--- src/rtl/alu_op_sequencer.sv ---
// -----------------------------------------------------------------------------
// alu_op_sequencer
//
// Purpose:
//   Accumulator-side controller for the 8-bit alu. It accepts one instruction
//   at a time over a valid/ready handshake and drives the ALU operand and
//   opcode inputs. The ALU result is written back into an 8-bit accumulator
//   for (count + 1) iterations. A load instruction writes the operand straight
//   into the accumulator in a single cycle and leaves the ALU inputs at zero.
//
// Ports:
//   clk            in   rising-edge clock
//   rst            in   asynchronous active-high reset
//   instr_valid    in   instruction present
//   instr_ready    out  sequencer can accept an instruction (registered)
//   instr_op       in   [3:0] ALU opcode to issue
//   instr_operand  in   [7:0] B operand, or load value
//   instr_count    in   [2:0] repeat count (iterations = count + 1)
//   instr_load     in   1 = load operand into accumulator, bypassing the ALU
//   alu_a          out  [7:0] to ALU A (accumulator while issuing, else 0)
//   alu_b          out  [7:0] to ALU B (latched operand while issuing, else 0)
//   alu_opcode     out  [3:0] to ALU opcode (latched op while issuing, else CLR)
//   alu_y          in   [7:0] from ALU Y
//   acc            out  [7:0] accumulator value
//   done           out  one-cycle completion pulse (registered)
//   zero           out  accumulator-is-zero flag
//
// Configuration:
//   ALU_SEQ_ZERO_FLAG_EN  defined   : zero is a register tracking (acc == 0),
//                                     reset value 1.
//                         undefined : zero is tied to 0, no flag register.
//
// States:
//   state  | meaning
//   IDLE   | instr_ready = 1, waiting for a handshake
//   EXEC   | issuing one ALU operation (or the load) per cycle
//   DONE   | done = 1 for exactly one cycle, accumulator final
// -----------------------------------------------------------------------------

`timescale 1ns/1ps

module alu_op_sequencer (
    input  logic       clk,
    input  logic       rst,
    input  logic       instr_valid,
    output logic       instr_ready,
    input  logic [3:0] instr_op,
    input  logic [7:0] instr_operand,
    input  logic [2:0] instr_count,
    input  logic       instr_load,
    output logic [7:0] alu_a,
    output logic [7:0] alu_b,
    output logic [3:0] alu_opcode,
    input  logic [7:0] alu_y,
    output logic [7:0] acc,
    output logic       done,
    output logic       zero
);

    typedef enum logic [1:0] {
        S_IDLE = 2'd0,
        S_EXEC = 2'd1,
        S_DONE = 2'd2
    } state_t;

    state_t      r_state;
    logic        r_ready;
    logic        r_done;
    logic        r_issue;     // EXEC of a non-load instruction: ALU inputs live
    logic        r_load;
    logic [3:0]  r_op;
    logic [7:0]  r_operand;
    logic [2:0]  r_count;     // iterations remaining after the current one
    logic [7:0]  r_acc;

    logic [7:0]  w_acc_next;

    assign w_acc_next = r_load ? r_operand : alu_y;

    always_ff @(posedge clk or posedge rst) begin
        if (rst) begin
            r_state   <= S_IDLE;
            r_ready   <= 1'b1;
            r_done    <= 1'b0;
            r_issue   <= 1'b0;
            r_load    <= 1'b0;
            r_op      <= 4'b0000;
            r_operand <= 8'h00;
            r_count   <= 3'd0;
            r_acc     <= 8'h00;
        end else begin
            unique case (r_state)
                S_IDLE: begin
                    if (instr_valid && r_ready) begin
                        r_state   <= S_EXEC;
                        r_ready   <= 1'b0;
                        r_load    <= instr_load;
                        r_op      <= instr_op;
                        r_operand <= instr_operand;
                        // A load is always exactly one EXEC cycle.
                        r_count   <= instr_load ? 3'd0 : instr_count;
                        r_issue   <= ~instr_load;
                    end
                end
                S_EXEC: begin
                    r_acc <= w_acc_next;
                    if (r_count == 3'd0) begin
                        r_state <= S_DONE;
                        r_done  <= 1'b1;
                        r_issue <= 1'b0;
                        r_load  <= 1'b0;
                    end else begin
                        r_count <= r_count - 3'd1;
                    end
                end
                S_DONE: begin
                    r_state <= S_IDLE;
                    r_done  <= 1'b0;
                    r_ready <= 1'b1;
                end
                default: begin
                    r_state <= S_IDLE;
                    r_done  <= 1'b0;
                    r_ready <= 1'b1;
                    r_issue <= 1'b0;
                    r_load  <= 1'b0;
                end
            endcase
        end
    end

`ifdef ALU_SEQ_ZERO_FLAG_EN
    logic r_zero;

    // Follows every accumulator write so it always matches acc == 0.
    always_ff @(posedge clk or posedge rst) begin
        if (rst) begin
            r_zero <= 1'b1;
        end else if (r_state == S_EXEC) begin
            r_zero <= (w_acc_next == 8'h00);
        end
    end

    assign zero = r_zero;
`else
    assign zero = 1'b0;
`endif

    // ALU inputs are gated decodes of registered state; CLR with zero operands
    // whenever nothing is being issued.
    assign alu_a       = r_issue ? r_acc     : 8'h00;
    assign alu_b       = r_issue ? r_operand : 8'h00;
    assign alu_opcode  = r_issue ? r_op      : 4'b0000;

    assign instr_ready = r_ready;
    assign done        = r_done;
    assign acc         = r_acc;

endmodule

--- config.mk ---
export PLATFORM = sky130hd
export DESIGN_NAME = alu_op_sequencer
export DESIGN_NICKNAME = d
export VERILOG_FILES = /design/src/rtl/alu_op_sequencer.sv
export SDC_FILE = /design/constraint.sdc
export NUM_CORES = 1
export LEC_CHECK = 0
export CAP_MARGIN = 0
export CORE_MARGIN = 3
export CORE_UTILIZATION = 42
export CTS_CLUSTER_DIAMETER = 200
export DETAILED_ROUTE_END_ITERATION = 16
export PLACE_DENSITY = 0.78
export SLEW_MARGIN = 0
export SYNTH_ARGS = -nofsm -noshare
export SYNTH_HDL_FRONTEND = slang
export SYNTH_SLANG_ARGS = --single-unit
--- constraint.sdc ---
create_clock -name clk -period 1.9 [get_ports clk]
set_input_delay 0.285 -clock clk [delete_from_list [all_inputs] [get_ports clk]]
set_output_delay 0.285 -clock clk [all_outputs]
set_load 0.005 [all_outputs]
==> key figures <==
Clock network
  • Max H-tree Level: 2
  • Clk_lat worst skew: 0.31 ns
  • Hold buffer count at CTS: 0
  • Max clock buf depth: 2
  • CTS Sinks: 29
  • Post-CTS Setup Bufs: 0
  • Reg clk slew, reported paths: 0.09 ns
  • Clock Root Buffer: clkbuf_4
  • Num CTS Buffers: 5
  • CTS tree: done
  • CTS resizes: 1

Detailed routing
  • Antenna-violating nets left: 0
  • Total wire length: 3.09 mm
  • Drt first-iter violations: 24
  • Drt drc: 0
  • Total via count in the routed design: 1127
  • WL per Instance: 13.4 µm
  • DRT Pass-1 Iters: 4
  • DR vias/cell: 4.88

Floorplan
  • Row count: 20
  • I/O pin total: 58
  • Die width: 64.1 µm
  • Initial core utilization: 45.3%
  • Die area: 4110 µm²
  • CORE AREA: 3130 µm²
  • Die extent in y: 64.1 µm

GRT
  • Largest net degree at the start of global routing: 30
  • Vias in the first global route: 1186
  • GRT overflow: 0
  • First-pass GRT wire length: 5.25 mm
  • Gr usage total: 16.5%
  • Initial antenna violation count: 0

Power and ir drop
  • Worst VDD drop: 0.841 mV
  • Cell Pwr Density: 1370 nW/µm²
  • Total power: 0.00290 W
  • Pleak: 0.905 nW

STA
  • Count of final setup violators: 0
  • Fmax: 0.549 GHz
  • Final Slew Violations: 0
  • Period minus WS final: 1.82 ns
  • RSZ-0062 raised after global routing: yes
  • Fin crit share: 95.8%
  • Clock Skew: 0.00998 ns
  • Final hold vios: 0

Synth
  • Netlist cell types: 26
  • FF+latch count, synth: 29
  • Sequential area share after synthesis: 51.3%
  • Syn Nets: 157
  • Post-Synthesis Cells: 128
  • Syn Std Cell Area: 1420 µm²
  • Yosys warning count: 0
  • Syn_area_per_cell: 11.1 µm²

Worst setup path
  • CP max stage delay: 0.53 ns
  • Worst path slowest cell: dfrtp_2
  • Crit path capture type: output port
  • Worst setup path class: register to output port
  • Worst Setup Start Kind: register
  • Crit-path cells: and2_1 -> clkdlybuf4s50_1
  • CP arrival: 1.53 ns
  • Worst reg2reg startpoint: r_count[0]
  • Critical path origin: r_issue
  • Crit Path Max Fanout: 21
  • Critical Path RT: 1.62 ns

Placed design
  • GPL Wtd Cong: 0.709
  • Placed cells: 223
  • IO buf count: 56
  • DP Wirelength: 2.36 mm

Layout
  • ANT cells: 0
  • Fillers: 248
  • Commonest non-fill, non-tap cells in the layout: clkdlybuf4s50_1, dfrtp_1, and2_1
  • Area delta synth->final: 49.7%
  • Final nets: 215
  • Fin cells: 231
  • Proportion of layout cells with a drive suffix above 1: 11.8%
  • Most common cell after layout, fill and taps aside: clkdlybuf4s50_1

Run status
  • Status: complete, no violations

Flow run
  • Max-cap violations: 0

Worst hold path
  • Worst min path class: primary input to asynchronous set/reset pin
-- cells in the mapped netlist --
cell type	count	area share (%)
a21oi_1	2	0.71
clkbuf_1	3	0.79
buf_2	2	0.71
inv_1	6	1.6
nand3b_1	1	0.53
nor2_1	3	0.79
nand2b_1	5	2.2
buf_6	1	0.79
o21a_1	1	0.53
o22ai_1	1	0.44
dfstp_2	1	1.9
o21ai_0	10	3.5
nand2_1	8	2.1
a21o_1	1	0.53
a21boi_1	1	0.53
a22o_1	2	1.2
nor4bb_1	1	0.71
mux2_1	5	4.0
and2_1	20	8.8
mux2i_1	10	7.1
conb_1	1	0.26
mux2_2	9	7.1
nor2b_1	2	0.88
ha_1	2	1.8
buf_4	2	1.1
dfrtp_1	28	49
-- layout make-up --
cell class	count	area, µm²	area share (%)
clock buffers	7	55.1	2.59
inverters	6	22.5	1.06
repair buffers	59	596	28.1
clock inverters	1	30.0	1.42
well taps	44	55.1	2.59
flip-flops and latches	29	728	34.3
multi-input cells	85	636	30.0
-- sequential cells by signal (all words and copies together), names as in the netlist --
| register | count |
|---|---|
| done | 1 |
| r_issue | 1 |
| r_op | 4 |
| r_count | 3 |
| r_operand | 8 |
| instr_ready | 1 |
| acc | 8 |
| r_state | 2 |
| r_load | 1 |
-- stage by stage --
step | worst slack (ns) | instance area [µm²] | utilization (%) | hold WS (ns) | TNS, ns
2_1_floorplan | 0.350 | 1420 | - | 0.362 | 0
3_3_place_gp | 0.225 | 2040 | 65.1 | 0.465 | 0
3_5_place_dp | 0.182 | 2040 | 65.1 | 0.471 | 0
4_1_cts | 0.0372 | 2120 | 67.8 | 0.342 | 0
5_1_grt | -0.0199 | 2120 | 67.8 | 0.371 | -0.0662
6_report | 0.0801 | 2120 | 67.8 | 0.342 | 0
-- critical path, delay by kind of cell (launching register included) --
family / cells / cell delay [ns]
buffers and inverters: 1 / 0.51
flip-flops: 1 / 0.53
AND/OR/NAND/NOR: 1 / 0.18
-- routing by layer --
layer	share of wire, %	vias up	track usage (%)	routed length (µm)
li1	-	539	-	-
met1	42	543	18.2	1300
met2	51	40	30.1	1570
met3	5.5	5	3.16	170
met4	1.4	0	7.92	43
met5	0	-	0	0
-- where the power goes --
group,leakage [nW],switching [W],internal (W)
Sequential,0.356,0.000250,0.000916
Clock,0.0455,0.000198,0.000314
Combinational,0.504,0.000442,0.000777
-- final timing paths --
path                                to  slack [ns]  depth (start not counted)
setup / recovery              alu_b[1]        0.08                          2
hold / removal                 r_op[3]        0.34                          3
setup reg to reg            r_count[2]        0.30                          6
hold reg to reg                r_op[1]        0.49                          1
max in group asynchronous  instr_ready        1.25                          3
min in group clk               r_op[1]        0.49                          1
-- kinds of logic (layout without fill, tap and decap cells) --
group | Yosys count | after routing | share of synthesized area, %
buffers and inverters | 14 | 73 | 4.94
and+or+nand+nor | 40 | 40 | 16.1
other | 1 | 1 | 0.265
adders and majority gates | 2 | 2 | 1.76
DFF | 29 | 29 | 51.3
muxes | 24 | 24 | 18.2
AOI/OAI and AO/OA | 18 | 18 | 7.50
No activity file was read; power rests on OpenSTA's default activity.
